**src/rtl/fm_recv.sv**
```systemverilog
// FM receive discriminator: counts synchronized carrier rising edges per sample window
// and turns the deviation from CENTER into a squelched, offset-binary 10-bit audio sample.
module fm_recv #(
    parameter int SAMPLE_DIV  = 1000,
    parameter int CENTER      = 100,
    parameter int GAIN        = 2,
    parameter int SQUELCH_MIN = 10
) (
    input  logic        clk,
    input  logic        rst_n,
    input  logic        fm_in,
    output logic [9:0]  audio_out,
    output logic        audio_valid,
    output logic        carrier_ok,
    output logic [15:0] freq_count
);

    localparam int                CW       = (SAMPLE_DIV > 2) ? $clog2(SAMPLE_DIV) : 2;
    localparam logic [CW-1:0]     WIN_LAST = CW'(SAMPLE_DIV - 1);
    localparam logic signed [17:0] CENTER_S = 18'(CENTER);
    localparam logic [15:0]       SQ_MIN   = 16'(SQUELCH_MIN);

    logic          s1_q, s2_q, s3_q;
    logic          edge_pulse;
    logic [CW-1:0] win_cnt_q, win_cnt_d;
    logic [15:0]   acc_q, acc_d, acc_inc;
    logic [15:0]   snap_q, snap_d;
    logic          snap_vld_q, snap_vld_d;
    logic          terminal;

    logic signed [17:0] diff;
    logic signed [24:0] scaled;
    logic signed [9:0]  clamp_s;
    logic [9:0]         audio_d;
    logic               ok_d;

    logic [9:0]  audio_q;
    logic        valid_q;
    logic        ok_q;
    logic [15:0] freq_q;

    assign edge_pulse = s2_q & ~s3_q;
    assign terminal   = (win_cnt_q == WIN_LAST);

    always_comb begin
        acc_inc    = (acc_q == 16'hFFFF) ? acc_q : acc_q + 16'(edge_pulse);
        win_cnt_d  = terminal ? '0 : win_cnt_q + CW'(1);
        // The terminal-cycle edge belongs to the closing window, so the fresh window starts at 0.
        acc_d      = terminal ? 16'd0 : acc_inc;
        snap_d     = terminal ? acc_inc : snap_q;
        snap_vld_d = terminal;
    end

    always_comb begin
        diff   = $signed({2'b00, snap_q}) - CENTER_S;
        scaled = $signed({{7{diff[17]}}, diff}) <<< GAIN;
        if (scaled > 25'sd511) begin
            clamp_s = 10'sd511;
        end else if (scaled < -25'sd512) begin
            clamp_s = -10'sd512;
        end else begin
            clamp_s = scaled[9:0];
        end
        ok_d    = (snap_q >= SQ_MIN);
        // Offset binary: adding 512 to a 10-bit two's complement value flips its MSB.
        audio_d = ok_d ? ({~clamp_s[9], clamp_s[8:0]}) : 10'd512;
    end

    always_ff @(posedge clk or negedge rst_n) begin
        if (!rst_n) begin
            s1_q       <= 1'b0;
            s2_q       <= 1'b0;
            s3_q       <= 1'b0;
            win_cnt_q  <= '0;
            acc_q      <= 16'd0;
            snap_q     <= 16'd0;
            snap_vld_q <= 1'b0;
        end else begin
            s1_q       <= fm_in;
            s2_q       <= s1_q;
            s3_q       <= s2_q;
            win_cnt_q  <= win_cnt_d;
            acc_q      <= acc_d;
            snap_q     <= snap_d;
            snap_vld_q <= snap_vld_d;
        end
    end

    always_ff @(posedge clk or negedge rst_n) begin
        if (!rst_n) begin
            audio_q <= 10'd512;
            valid_q <= 1'b0;
            ok_q    <= 1'b0;
            freq_q  <= 16'd0;
        end else begin
            valid_q <= snap_vld_q;
            if (snap_vld_q) begin
                audio_q <= audio_d;
                ok_q    <= ok_d;
                freq_q  <= snap_q;
            end
        end
    end

    assign audio_out   = audio_q;
    assign audio_valid = valid_q;
    assign carrier_ok  = ok_q;
    assign freq_count  = freq_q;

endmodule

```
**config.mk**
```make
export PLATFORM = sky130hd
export DESIGN_NAME = fm_recv
export DESIGN_NICKNAME = d
export VERILOG_FILES = /design/src/rtl/fm_recv.sv
export SDC_FILE = /design/constraint.sdc
export NUM_CORES = 1
export LEC_CHECK = 0
export CAP_MARGIN = 25
export CORE_MARGIN = 3
export CORE_UTILIZATION = 50
export DETAILED_ROUTE_END_ITERATION = 12
export PLACE_DENSITY_LB_ADDON = 0.25
export SYNTH_ARGS = -nofsm -noshare
export SYNTH_HDL_FRONTEND = slang
export SYNTH_SLANG_ARGS = --single-unit
```
**constraint.sdc**
```tcl
create_clock -name clk -period 2.4 [get_ports clk]
set_input_delay 0.6 -clock clk [delete_from_list [all_inputs] [get_ports clk]]
set_output_delay 0.6 -clock clk [all_outputs]
set_load 0.005 [all_outputs]
```
Word level (Yosys, flattened, before mapping)
Cells that the tools add are included.

storage, ports and cells
  output and inout bits = 28
  flip-flop bits (word level) = 74
  word-level logic and storage cells = 28
  input port bits = 3

operators by class
  multiplexer cells = 6
  $lt $le $gt $ge = 3
  add/sub/neg operators = 3
  bitwise operators = 3
  equal/unequal tests = 2

operators by type and width
  operator                                                            number
  two-way mux 10 bit                                                  4
  two-way mux 16 bit                                                  2
  > comparator 19 x 10 -> 1 bit, second input constant                1
  less-than comparator 19 x 10 -> 1 bit, second input constant        1
  subtractor 16 x 7 -> 17 bit, second input constant                  1
  adder 16 x 1 -> 16 bit                                              1
  == test 16 bit, second input constant                               1
  greater-or-equal comparator 16 x 4 -> 1 bit, second input constant  1
  adder 10 x 1 -> 10 bit, second input constant                       1
  == test 10 bit, second input constant                               1
  inverter 1 bit                                                      2
  AND 1 bit                                                           1

Depth between registers and ports, before layout
Gate-level depths: netlist of the first run.

  depth after elaboration = 6
  depth in mapped cells = 9
  gate-level depth less buffers = 9

Worst setup path before layout of the first run
No wires, ideal clock.

  path kind = register -> register
  start point = register snap_q[2]
  end point = register audio_q[8], in the netlist audio_out[8]
  data required time = 2.259 ns
  data arrival time = 2.017 ns
  buffers on the path = 0
  setup time = 0.141 ns
  stages on the path, launching flop included = 9
  slack = 0.242 ns
  clock period less this slack = 2.158 ns
  cells stage by stage = dfrtp_1 > inv_1 > ha_1 > or2b_2 > a311o_1 > and3_1 > a31o_1 > o2111ai_1 > nand3_1

between the ends
  cells in the longest elaborated chain, start to end = 5
  elaborated cells between the ends (all ways) = 7
  classes of those cells = add/sub (1); order compare (3); mux (3)

ends and longest elaborated chain
  element                                RTL line  RTL
  start: declaration                     27        logic [15:0] snap_q, snap_d;
  start signal: assignment               84        snap_q <= snap_d;
  subtractor 16 x 7 -> 17 bit            55        diff = $signed({2'b00, snap_q}) - CENTER_S;
  less-than comparator 19 x 10 -> 1 bit  59        end else if (scaled < -25'sd512) begin
  two-way mux 10 bit                     59
  two-way mux 10 bit                     57        if (scaled > 25'sd511) begin
  two-way mux 10 bit (*)                 66        audio_d = ok_d ? ({~clamp_s[9], clamp_s[8:0]}) : 10'd512;
  end signal: assignment                 98        audio_q <= audio_d;
  end: declaration                       37        logic [9:0] audio_q;

Every way passes the cells marked *; elsewhere a longest branch is shown, timed or not.
A chain may end at the register's enable or synchronous reset.

Worst setup path in the final report of the first run
Ends and elaborated chain as after synthesis.

==> flow_summary.yaml, run 1 <==
clock_tree:
  clk_pin_slew_worst_paths_ns: 0.08
  clkLatencyLatePin_ns: 0.34
  clk_path_buf_depth: 2
  post-cts-setup-buffer-count: 0
  cts-root-buf: "clkbuf_8"
  cts_max_level: 3
  clock-sinks: 73
  cts_hold_buffers: 0
  cts_resized: 0
  cts-buffers-inserted: 9
  cts_tree: "built"
grt:
  grt_pass1_wl_mm: 12.4
  grt_pass1_vias: 2511
  grt_antenna_before_repair: 0
  grt_overflow_total: 0
  grt_usage_pct: 20.9
  grt_start_max_net_pins: 53
synth:
  synth-seq-cells: 73
  syn_area_sq_um: 3370
  synth_ff_type: "dfrtp_1"
  syn_nets: 335
  ys_async_sr_fraction_pct: 100
  syn_inst: 326
  avgSynthCellArea_sq_um: 10.3
  yosysSeqAreaShare_pct: 54.3
  yosys_warnings: 0
  synth-edff-count: 0
  synthDistinctLibCells: 49
pwr:
  ir_worst_vdd_v: 0.000459
  switching_share_pct: 25.3
  power_density_nw_per_um2: 613
  p_sw_uw: 625
  combPwrFrac_pct: 5.5
  p_int_uw: 1840
  power_leakage_uw: 0.00179
  seqPwrFrac_pct: 54.4
  p_clk_share_pct: 40.1
placement:
  gp_congestion: 0.862
  place_hpwl_mm: 4.90
  io_buffers: 30
finish:
  final_nets: 375
  fillers: 544
  layout-drive-gt1-share_pct: 14.8
  diodes: 0
  area_delta_synth_final_pct: 19.4
  fin_util_pct: 62.6
timing:
  finalHoldViolations: 0
  finalCritPeriodShare_pct: 92.2
  setup-violations-final: 0
  relSlewSlack_pct: 55.0
  fin_setup_tns_ns: 0
  final_max_slew_viol_count: 0
  post-route-min-period_ns: 2.21
  fmax_mhz: 452
  max_slew.worst_pin.slew_ns: 0.670
  rsz0062_at_grt: "false"
  clock_skew_ns: 0.00756
floorplanning:
  core_area_sq_um: 6420
  design.die.area_sq_um: 7750
  initial_core_util_pct: 52.4
  rows: 29
  fp.dieH_um: 88.0
  io_pins: 31
  die_x_um: 88.0
flow_run:
  max-cap-violations: 0
drt:
  routed_wl_mm: 7.09
  ant_nets: 0
  viasPerCell: 5.62
  drt_iter0_drc: 161
  drc: 0
  drtPass1Iterations: 4
  vias: 2516
  routedWlPerCell_um: 15.8
worst_setup_path:
  crit_path_end_kind: "flip-flop"
  critPathKind: "flip-flop to flip-flop"
  r2r_cells: 8
  critPathLaunchType: "flip-flop"
  reg2reg_slack_ns: 0.19
  r2r-start: "snap_q[2]"
  path_max_fanout: 5
  crit_required_ns: 2.63
  arrival_ns: 2.44
  r2r_end: "audio_out[8]"
min_path:
  hold_class: "input port to async pin"
status:
  run_status: "complete, no violations"
logic make-up (layout without fill, tap and decap cells):
kind of cell / Yosys count / count (layout) / share of synthesized area (%)
XOR/XNOR: 19 / 19 / 4.94
multiplexers: 19 / 19 / 6.28
AND/OR/NAND/NOR: 134 / 134 / 19.0
adder cells (fa/ha/maj): 6 / 6 / 2.23
AO/OA/AOI/OAI: 54 / 54 / 10.6
flip-flops: 73 / 73 / 54.3
buffers and inverters: 21 / 66 / 2.68
power by group through the flow:
stage          Clock [uW]  Combinational, uW  Sequential, uW
2_1_floorplan           0               83.5            1350
3_3_place_gp            0                127            1360
3_5_place_dp            0                134            1360
4_1_cts              1010                140            1340
5_1_grt              1070                159            1350
6_report              988                137            1340
worst max-delay path by stage:
stage / from / endpoint / slack, ns / depth (start not counted)
final: snap_q[2] / audio_out[8] / 0.19 / 8
after global routing: snap_q[2] / audio_out[8] / 0.03 / 8
after detailed placement: snap_q[2] / audio_out[8] / 0.19 / 8
after global placement: snap_q[2] / audio_out[8] / 0.27 / 8
after floorplan: snap_q[2] / audio_out[8] / 0.24 / 8
after CTS: snap_q[2] / audio_out[8] / 0.18 / 8
registers in the layout, indices dropped and copies added (netlist names):
name	flops
audio_valid	1
s1_q	1
acc_q	16
freq_count	16
s3_q	1
win_cnt_q	10
s2_q	1
snap_vld_q	1
snap_q	16
carrier_ok	1
audio_out	9
layout by cell type (no fill, tap or decap), types with 4 or more instances in the layout:
cell type and instances:
nand2_1 36, nand3_1 16, xnor2_1 11, buf_4 11
nor2b_1 8, nand4_1 7, a21oi_1 10, mux2_2 17
nor2_1 40, clkbuf_8 10, ha_1 6, clkdlybuf4s50_1 29
dfrtp_1 72, inv_1 6, o21ai_0 20, a31oi_1 4
xor2_1 8, nor3_1 8
layer usage:
metal  GRT usage, %  share of wire, %
met1           28.9                47
met2           32.8                47
met3           3.67               4.5
met4           8.38               1.6
met5              0                 0
stage by stage:
step / cells / cell area [sq um] / hold slack, ns / setup WS (ns) / total power [uW]
3_5_place_dp: 432 / 3820 / 0.350 / 0.191 / 1490
3_3_place_gp: 432 / 3820 / 0.339 / 0.267 / 1480
5_1_grt: 448 / 4020 / 0.255 / 0.0305 / 2580
6_report: 448 / 4020 / 0.222 / 0.187 / 2470
2_1_floorplan: 326 / 3370 / 0.304 / 0.242 / 1430
4_1_cts: 448 / 4020 / 0.227 / 0.178 / 2490
synth_stat cells (2+ instances only):
cell type | instances | share of area [%]
nor2b_1 | 8 | 1.5
nor4_1 | 3 | 0.56
o21ai_0 | 20 | 3.0
a21o_1 | 3 | 0.67
o211ai_1 | 3 | 0.67
dfrtp_1 | 72 | 54
nand2_1 | 36 | 4.0
xnor2_1 | 11 | 2.9
nor3_1 | 8 | 1.2
or3_1 | 2 | 0.37
nand2b_1 | 2 | 0.37
and3_1 | 2 | 0.37
buf_1 | 2 | 0.22
a41oi_1 | 2 | 0.52
mux2i_1 | 2 | 0.59
mux2_2 | 17 | 5.7
nand4_1 | 7 | 1.3
xor2_1 | 8 | 2.1
clkbuf_1 | 10 | 1.1
a31oi_1 | 4 | 0.74
ha_1 | 6 | 2.2
nand3_1 | 16 | 2.4
and2_1 | 2 | 0.37
nor2_1 | 40 | 4.5
a21oi_1 | 10 | 1.5
inv_1 | 6 | 0.67
o31ai_1 | 2 | 0.45
critical path, stage by stage (launching register included):
cell	delay, ns
dfrtp_1	0.38
inv_1	0.10
ha_1	0.21
or2b_2	0.35
a311o_1	0.40
and3_1	0.20
a31o_1	0.19
o2111ai_1	0.18
nand3_1	0.09
cell type report:
type / count / area, sq um / area share, %
tap: 77 / 96.3 / 2.40
inverter: 7 / 26.3 / 0.654
timing repair buffer: 43 / 418 / 10.4
clock buffer: 10 / 138 / 3.42
clock inverter: 6 / 65.1 / 1.62
sequential: 73 / 1830 / 45.5
multi-input combinational: 232 / 1450 / 36.0
No activity file was read; power rests on OpenSTA's default activity.
==> inputs of run 2 (changes only) <==
- CORE_UTILIZATION: 50 -> 30
==> run 2 against run 1 <==
First-iteration DRC count increased by 12%; largest power group unchanged; utilization decreased by 25 points; combinational power decreased by 6%; critical endpoint unchanged; highest routed layer unchanged; critical path depth unchanged.
==> flow_summary.yaml, run 2 (synthesis gave the netlist of run 1 again) <==
drt:
  vias: 2459
  routed_wl_mm: 7.03
  routedWlPerCell_um: 13.8
  viasPerCell: 4.81
  drc: 0
  drtPass1Iterations: 4
  ant_nets: 0
  drt_iter0_drc: 181
placement:
  gp_congestion: 0.808
  place_hpwl_mm: 5.09
  io_buffers: 30
finish:
  fin_util_pct: 37.6
  final_cell_mix: "dfrtp_1 (72), nor2_1 (40), nand2_1 (36)"
  diodes: 0
  final_nets: 375
  area_delta_synth_final_pct: 21.5
  layout-drive-gt1-share_pct: 14.6
  mostFrequentLayoutCell: "dfrtp_1"
timing:
  setup-violations-final: 0
  post-route-min-period_ns: 2.23
  finalCritPeriodShare_pct: 92.9
  final_max_slew_viol_count: 0
  rsz0062_at_grt: "false"
  fin_setup_tns_ns: 0
  finalHoldViolations: 0
  max_slew.worst_pin.slew_ns: 0.609
  fmax_mhz: 449
  clock_skew_ns: 0.0151
  relSlewSlack_pct: 59.1
worst_setup_path:
  crit_required_ns: 2.68
  path_max_fanout: 6
  arrival_ns: 2.51
  crit_path_end_kind: "flip-flop"
  critPathLaunchType: "flip-flop"
  critPathKind: "flip-flop to flip-flop"
floorplanning:
  io_pins: 31
  design.die.area_sq_um: 12500
  die_x_um: 112
  core_area_sq_um: 10900
  fp.dieH_um: 112
  rows: 38
  initial_core_util_pct: 30.9
pwr:
  power_leakage_uw: 0.00179
  power_density_nw_per_um2: 599
  ir_worst_vdd_v: 0.000310
clock_tree:
  post-cts-setup-buffer-count: 0
  clk_path_buf_depth: 2
  cts-buffers-inserted: 9
  cts_resized: 0
  clkLatencyLatePin_ns: 0.34
  cts-root-buf: "clkbuf_8"
  cts_tree: "built"
  cts_max_level: 3
  clock-sinks: 73
  clk_pin_slew_worst_paths_ns: 0.08
  cts_hold_buffers: 0
grt:
  grt_usage_pct: 11.9
  grt_antenna_before_repair: 0
  grt_pass1_wl_mm: 12.2
  grt_overflow_total: 0
  grt_pass1_vias: 2517
  grt_start_max_net_pins: 56
flow_run:
  max-cap-violations: 0
min_path:
  hold_class: "input port to async pin"
status:
  run_status: "complete, no violations"
[run 2: changes by cell type in the layout (fill, tap and decap cells not counted)]
cell      change
clkbuf_1      +1
clkbuf_8      +1
buf_12        -1
buf_4         +1
inv_6         -1
clkinv_2      -1
[run 2: final cells by class]
type	instances	area (sq um)
fillers	1097	6800
flip-flops and latches	73	1830
multi-input cells	232	1450
repair buffers	43	405
well taps	140	175
clock buffers	12	155
clock inverters	4	51.3
inverters	7	26.3
[run 2: report_power, final]
group / leakage (uW) / internal [uW] / switching (uW)
clock: 0.000103 / 538 / 450
combinational: 0.000698 / 49.7 / 78.8
sequential: 0.000985 / 1280 / 53.3
[run 2: layer usage]
| layer | vias up | part of all wire (%) | track usage, % |
|---|---|---|---|
| met5 | - | 0 | 0 |
| met4 | 0 | 1.4 | 3.73 |
| met2 | 51 | 47 | 19.3 |
| li1 | 1217 | - | - |
| met1 | 1179 | 47 | 15.6 |
| met3 | 12 | 4.7 | 3.26 |
[run 2: critical path: stages (launching register included)]
cell	delay, ns
dfrtp_1	0.38
inv_1	0.09
ha_1	0.22
or2b_2	0.35
a311o_1	0.40
o32ai_1	0.17
a41o_2	0.32
o2111ai_1	0.13
nand3_1	0.10
[run 2: stage by stage]
| stage | hold slack [ns] | total power (uW) | worst slack [ns] | std cells | area, sq um |
|---|---|---|---|---|---|
| 6_report | 0.198 | 2450 | 0.171 | 511 | 4090 |
| 5_1_grt | 0.214 | 2580 | 0.0322 | 511 | 4090 |
| 4_1_cts | 0.196 | 2490 | 0.194 | 511 | 4090 |
| 3_5_place_dp | 0.336 | 1490 | 0.208 | 495 | 3880 |
| 3_3_place_gp | 0.334 | 1490 | 0.249 | 495 | 3880 |
| 2_1_floorplan | 0.304 | 1430 | 0.242 | 326 | 3370 |
[run 2: worst paths after layout]
check                                from            to  slack [ns]  cells after the start
worst max-delay path            snap_q[2]  audio_out[8]        0.17                      8
worst min-delay path                rst_n    carrier_ok        0.20                      1
worst max register to register  snap_q[2]  audio_out[8]        0.17                      8
worst min register to register       s1_q          s2_q        0.36                      0
max in group asynchronous           rst_n          s1_q        1.55                      2
min in group clk                     s1_q          s2_q        0.36                      0
==> inputs of run 3 (changes only) <==
- GPL_ROUTABILITY_DRIVEN: not set -> 0
- clock period: 2.4 -> 2.89 ns (I/O delays scaled with it)
==> run 3 against run 2 <==
Clock skew shrank 0.0038 ns; clock power fell by 14%; worst hold slack better by 0.13 ns; combinational power decreased by 17%; cell area down 1.7%; register-to-register slack improved by 0.33 ns; global-route usage down 0.16 points; first-iteration DRC count is 11% lower; sequential power shrank 17%; critical endpoint is now audio_out[1]; largest cell class unchanged.
==> flow_summary.yaml, run 3 (synthesis gave the netlist of run 1 again) <==
status:
  run_status: "complete, no violations"
worst_setup_path:
  worst-path-buf-inv: 1
  crit_path_top_delay_cell: "o31ai_2"
  reg2reg_slack_ns: 0.51
  crit_path_end_kind: "flip-flop"
  critPathLaunchType: "flip-flop"
  path_max_fanout: 8
  cp_top_family: "compound AO/OA/AOI/OAI gates"
  crit_required_ns: 3.09
  r2r_cells: 8
  path_cells: "inv_1 -> ha_1 -> nor2b_1 -> o211ai_1 -> xor2_1 -> o211ai_1 -> o31ai_2 -> o21ai_0"
  arrival_ns: 2.59
  critPathKind: "flip-flop to flip-flop"
  cp_slowest_stage_delay_ns: 0.53
  r2r-start: "snap_q[2]"
  path_common_cell: "o211ai_1"
  r2r_end: "audio_out[1]"
timing:
  setup-violations-final: 0
  rsz0062_at_grt: "false"
  max_slew.worst_pin.slew_ns: 0.703
  fmax_mhz: 419
  finalCritPeriodShare_pct: 82.5
  clock_skew_ns: 0.0113
  finalHoldViolations: 0
  final_max_slew_viol_count: 0
  post-route-min-period_ns: 2.38
  worst_hold_slack_ns: 0.332
  fin_setup_tns_ns: 0
  relSlewSlack_pct: 53.1
  fin_ws_ns: 0.506
floorplanning:
  io_pins: 31
  die_x_um: 112
  fp.dieH_um: 112
  core_area_sq_um: 10900
  rows: 38
  design.die.area_sq_um: 12500
  initial_core_util_pct: 30.9
finish:
  final_nets: 365
  mostFrequentLayoutCell: "dfrtp_1"
  fillers: 1094
  multi_input_area_sq_um: 1450
  layout-drive-gt1-share_pct: 12.5
  area_delta_synth_final_pct: 19.5
  final_cell_mix: "dfrtp_1 (72), nor2_1 (40), nand2_1 (36)"
  final_cells: 501
  fin_util_pct: 36.9
  seq_area_sq_um: 1830
  diodes: 0
clock_tree:
  cts_resized: 0
  cts_max_level: 3
  clock-sinks: 73
  cts-buffers-inserted: 9
  clk_pin_slew_worst_paths_ns: 0.08
  post-cts-setup-buffer-count: 0
  clk_path_buf_depth: 2
  cts-root-buf: "clkbuf_8"
  clkLatencyLatePin_ns: 0.35
  cts_hold_buffers: 0
  cts_tree: "built"
placement:
  place_hpwl_mm: 4.85
  io_buffers: 30
  place_ws_ns: 0.491
  dp.cells: 485
drt:
  drt_iter0_drc: 161
  routed_wl_mm: 6.87
  drc: 0
  routedWlPerCell_um: 13.7
  ant_nets: 0
  vias: 2419
  viasPerCell: 4.83
  drtPass1Iterations: 4
flow_run:
  max-cap-violations: 0
grt:
  grt_usage_pct: 11.8
  grt_overflow_total: 0
  grt_use_met1_pct: 15.9
  grt_pass1_vias: 2385
  gr-usage-met3_pct: 3.32
  grt_pass1_wl_mm: 12.0
  grt.met2_usage_pct: 18.1
  grt_antenna_before_repair: 0
  gr-max-usage-layer: "met2"
  grt_start_max_net_pins: 53
pwr:
  power_density_nw_per_um2: 513
  power_leakage_uw: 0.00173
  ir_worst_vdd_v: 0.000234
min_path:
  hold_class: "input port to async pin"
## run 3: worst register-to-register path, stage by stage (launching register included)
cell,delay (ns)
dfrtp_1,0.48
inv_1,0.13
ha_1,0.25
nor2b_1,0.18
o211ai_1,0.23
xor2_1,0.17
o211ai_1,0.11
o31ai_2,0.53
o21ai_0,0.17
## run 3: worst max-delay path by stage
stage	from	cells past startpoint	end	slack (ns)
after global routing	snap_q[2]	8	audio_out[1]	0.25
after floorplan	snap_q[2]	8	audio_out[8]	0.73
final	snap_q[2]	8	audio_out[1]	0.51
after global placement	snap_q[2]	8	audio_out[1]	0.52
after detailed placement	snap_q[2]	8	audio_out[1]	0.49
after CTS	snap_q[2]	8	audio_out[1]	0.46
## run 3: stage by stage
stage,total power (uW),instance area [sq um]
after floorplan,1190,3370
after global routing,2170,4020
after detailed placement,1240,3810
after CTS,2100,4020
after global placement,1240,3810
final,2060,4020
## run 3: where the power goes
group          internal (uW)  switching, uW
sequential              1060           44.0
clock                    450            400
combinational           41.1           65.6
## run 3: routing by layer
| metal | share of wire [%] | vias to the layer above |
|---|---|---|
| li1 | - | 1207 |
| met1 | 48 | 1150 |
| met2 | 46 | 50 |
| met3 | 4.0 | 12 |
| met4 | 2.0 | 0 |
| met5 | 0 | - |
## run 3: cell type report
type,count,share of cell area (%)
clock buffers,11,3.76
clock inverters,5,1.56
inverters,7,0.653
multi-input cells,232,36.0
flip-flops and latches,73,45.5
well taps,140,4.36
repair buffers,33,8.21
==> RTL change (flow settings as in run 2) <==
Change the parameter `SAMPLE_DIV` from 1000 to 4000.
--- a/src/rtl/fm_recv.sv
+++ b/src/rtl/fm_recv.sv
@@ -1,7 +1,7 @@
 // FM receive discriminator: counts synchronized carrier rising edges per sample window
 // and turns the deviation from CENTER into a squelched, offset-binary 10-bit audio sample.
 module fm_recv #(
-    parameter int SAMPLE_DIV  = 1000,
+    parameter int SAMPLE_DIV  = 4000,
     parameter int CENTER      = 100,
     parameter int GAIN        = 2,
     parameter int SQUELCH_MIN = 10
Check against the original RTL: same outputs for any inputs over 10 cycles, from zero or initial values and one cycle with rst_n low; that may be too few to reach the edited logic, so the function may still have changed.
==> RTL change against run 2 <==
  * Design area grew 8.9%
  * Synthesized area grew 2.7%
  * Routed wire length grew 0.11%
  * Sequential cell count grew 2
  * Power grew 23%
  * Worst setup slack lost 0.10 ns
  * Cell count grew 0.98%
  * Clock power grew 56%
  * Critical path depth shrank 1
  * Largest cell class unchanged
==> RTL change: results (changes against run 2) <==
Seq/Total Area, Yosys=0.543 (about the same); TritonCTS buffer count=9 (unchanged); Max transition margin=0.617 (+0.0264); Clock Skew=0.00754 ns (-0.00760 ns); status=finished, final reports clean; Nets=380 (+1.3%); Synth Warn #=0 (unchanged); Leakage=1.98 nW (+11%); via/cell ratio=4.91 (+2.0%); DR pass1 iterations=4 (unchanged); layout cell share with drive strength beyond 1=0.184 (+0.0380); vias in the first global route=2501 (-0.64%); # diodes=0 (unchanged); Final GP Congestion=0.774 (-4.2%); Internal Power=0.00240 W (+29%); max-slew violations=0 (unchanged); I/O Buffers=30 (unchanged); wire per inst=13.6 µm (-0.86%); fillers=1091 (-0.55%); Commonest cells post-synth=74 x dfrtp_1, 30 x nor2_1, 27 x nand2_1, 22 x o21ai_0, 16 x mux2_2; Netlist cell types=47 (-4.1%); largest net degree at the start of global routing=44 (-21%); min-delay worst type=in -> async; Place WS=0.0388 ns (-0.169 ns); global-route usage over all layers=0.121 (+0.00116); clk_lat worst skew=0.33 ns; DR iter-0 viols=113 (-38%); first-pass GRT wire length=12.4 mm (+1.3%); Worst Path Max Fanout=7 (+1); syn_nets=335 (unchanged); dpl hpwl=5.07 mm (-0.26%); Synth area leaders=dfrtp_1 54%, mux2_2 5.2%, xor2_1 3.8%; Clk pin slew, worst setup/hold paths=0.06 ns (-0.02 ns); worst vdd ir=0.000525 V (+70%); initial antenna violation count=0 (unchanged); Root Buffer=clkbuf_16
-- RTL change: cell count changes in the layout (fill, tap and decap cells not counted), sizes merged, moves of 9 or more --
cell          run 2  this run
nand2            36        27
nor2             40        30
buf              14        23
inv               6        15
-- RTL change: routing by layer --
layer	up-vias	track usage	part of all wire
met3	10	0.0342	0.035
met5	-	0	0
li1	1246	-	-
met4	0	0.0417	0.013
met2	39	0.197	0.48
met1	1238	0.153	0.47
-- RTL change: cell type report --
type / count / area, µm² / share of cell area
sequential: 75 / 1880 / 0.422
clock buffer: 12 / 246 / 0.0554
inverter: 15 / 56.3 / 0.0126
tap: 140 / 175 / 0.0393
timing repair buffer: 52 / 500 / 0.112
clock inverter: 4 / 97.6 / 0.0219
multi-input combinational: 218 / 1500 / 0.336
-- RTL change: what timing repair did --
action	in CTS	in global routing
resized for setup	0	9
hold buffers	0	0
endpoints found under the hold margin	0	0
setup buffers	0	2
setup endpoints to repair	0	8
-- RTL change: power groups by stage --
stage | combinational, W | clock, W | sequential [W]
after floorplan | 0.0000758 | 0 | 0.00137
after global placement | 0.000133 | 0 | 0.00138
after detailed placement | 0.000136 | 0 | 0.00138
after global routing | 0.000156 | 0.00164 | 0.00136
after CTS | 0.000137 | 0.00159 | 0.00136
final | 0.000131 | 0.00154 | 0.00136
-- RTL change: kinds of logic after synthesis --
group / after synthesis / synth area share
buffers and inverters: 33 / 0.0369
flip-flops: 75 / 0.543
adder cells (fa/ha/maj): 6 / 0.0217
XOR/XNOR: 24 / 0.0608
AND/OR/NAND/NOR: 124 / 0.188
AO/OA/AOI/OAI: 48 / 0.0967
multiplexers: 16 / 0.0521
-- RTL change: final timing paths --
check / cells past startpoint / startpoint / slack, ns / to
max in group asynchronous: 2 / rst_n / 1.54 / acc_q[3]
worst max-delay path: 7 / snap_q[7] / 0.07 / audio_out[8]
worst min register to register: 0 / s1_q / 0.35 / s2_q
worst max register to register: 7 / snap_q[7] / 0.07 / audio_out[8]
worst min-delay path: 1 / rst_n / 0.27 / win_cnt_q[11]
min in group clk: 0 / s1_q / 0.35 / s2_q
-- RTL change: critical path, cell delays in order, from the launching register on --
cell and delay [ns]:
dfrtp_1 0.37, or4_4 0.53, a311o_1 0.36, and3_1 0.15, or3_4 0.33, a31oi_4 0.21
buf_12 0.14, o221ai_1 0.09
-- RTL change: per-stage QoR --
| stage | cell area (µm²) | hold slack (ns) | TNS [ns] | std cells |
|---|---|---|---|---|
| 2_1_floorplan | 3460 | 0.304 | 0 | 326 |
| 3_3_place_gp | 4030 | 0.339 | 0 | 498 |
| 3_5_place_dp | 4030 | 0.343 | 0 | 498 |
| 4_1_cts | 4380 | 0.282 | 0 | 514 |
| 5_1_grt | 4450 | 0.294 | -0.0560 | 516 |
| 6_report | 4450 | 0.271 | 0 | 516 |
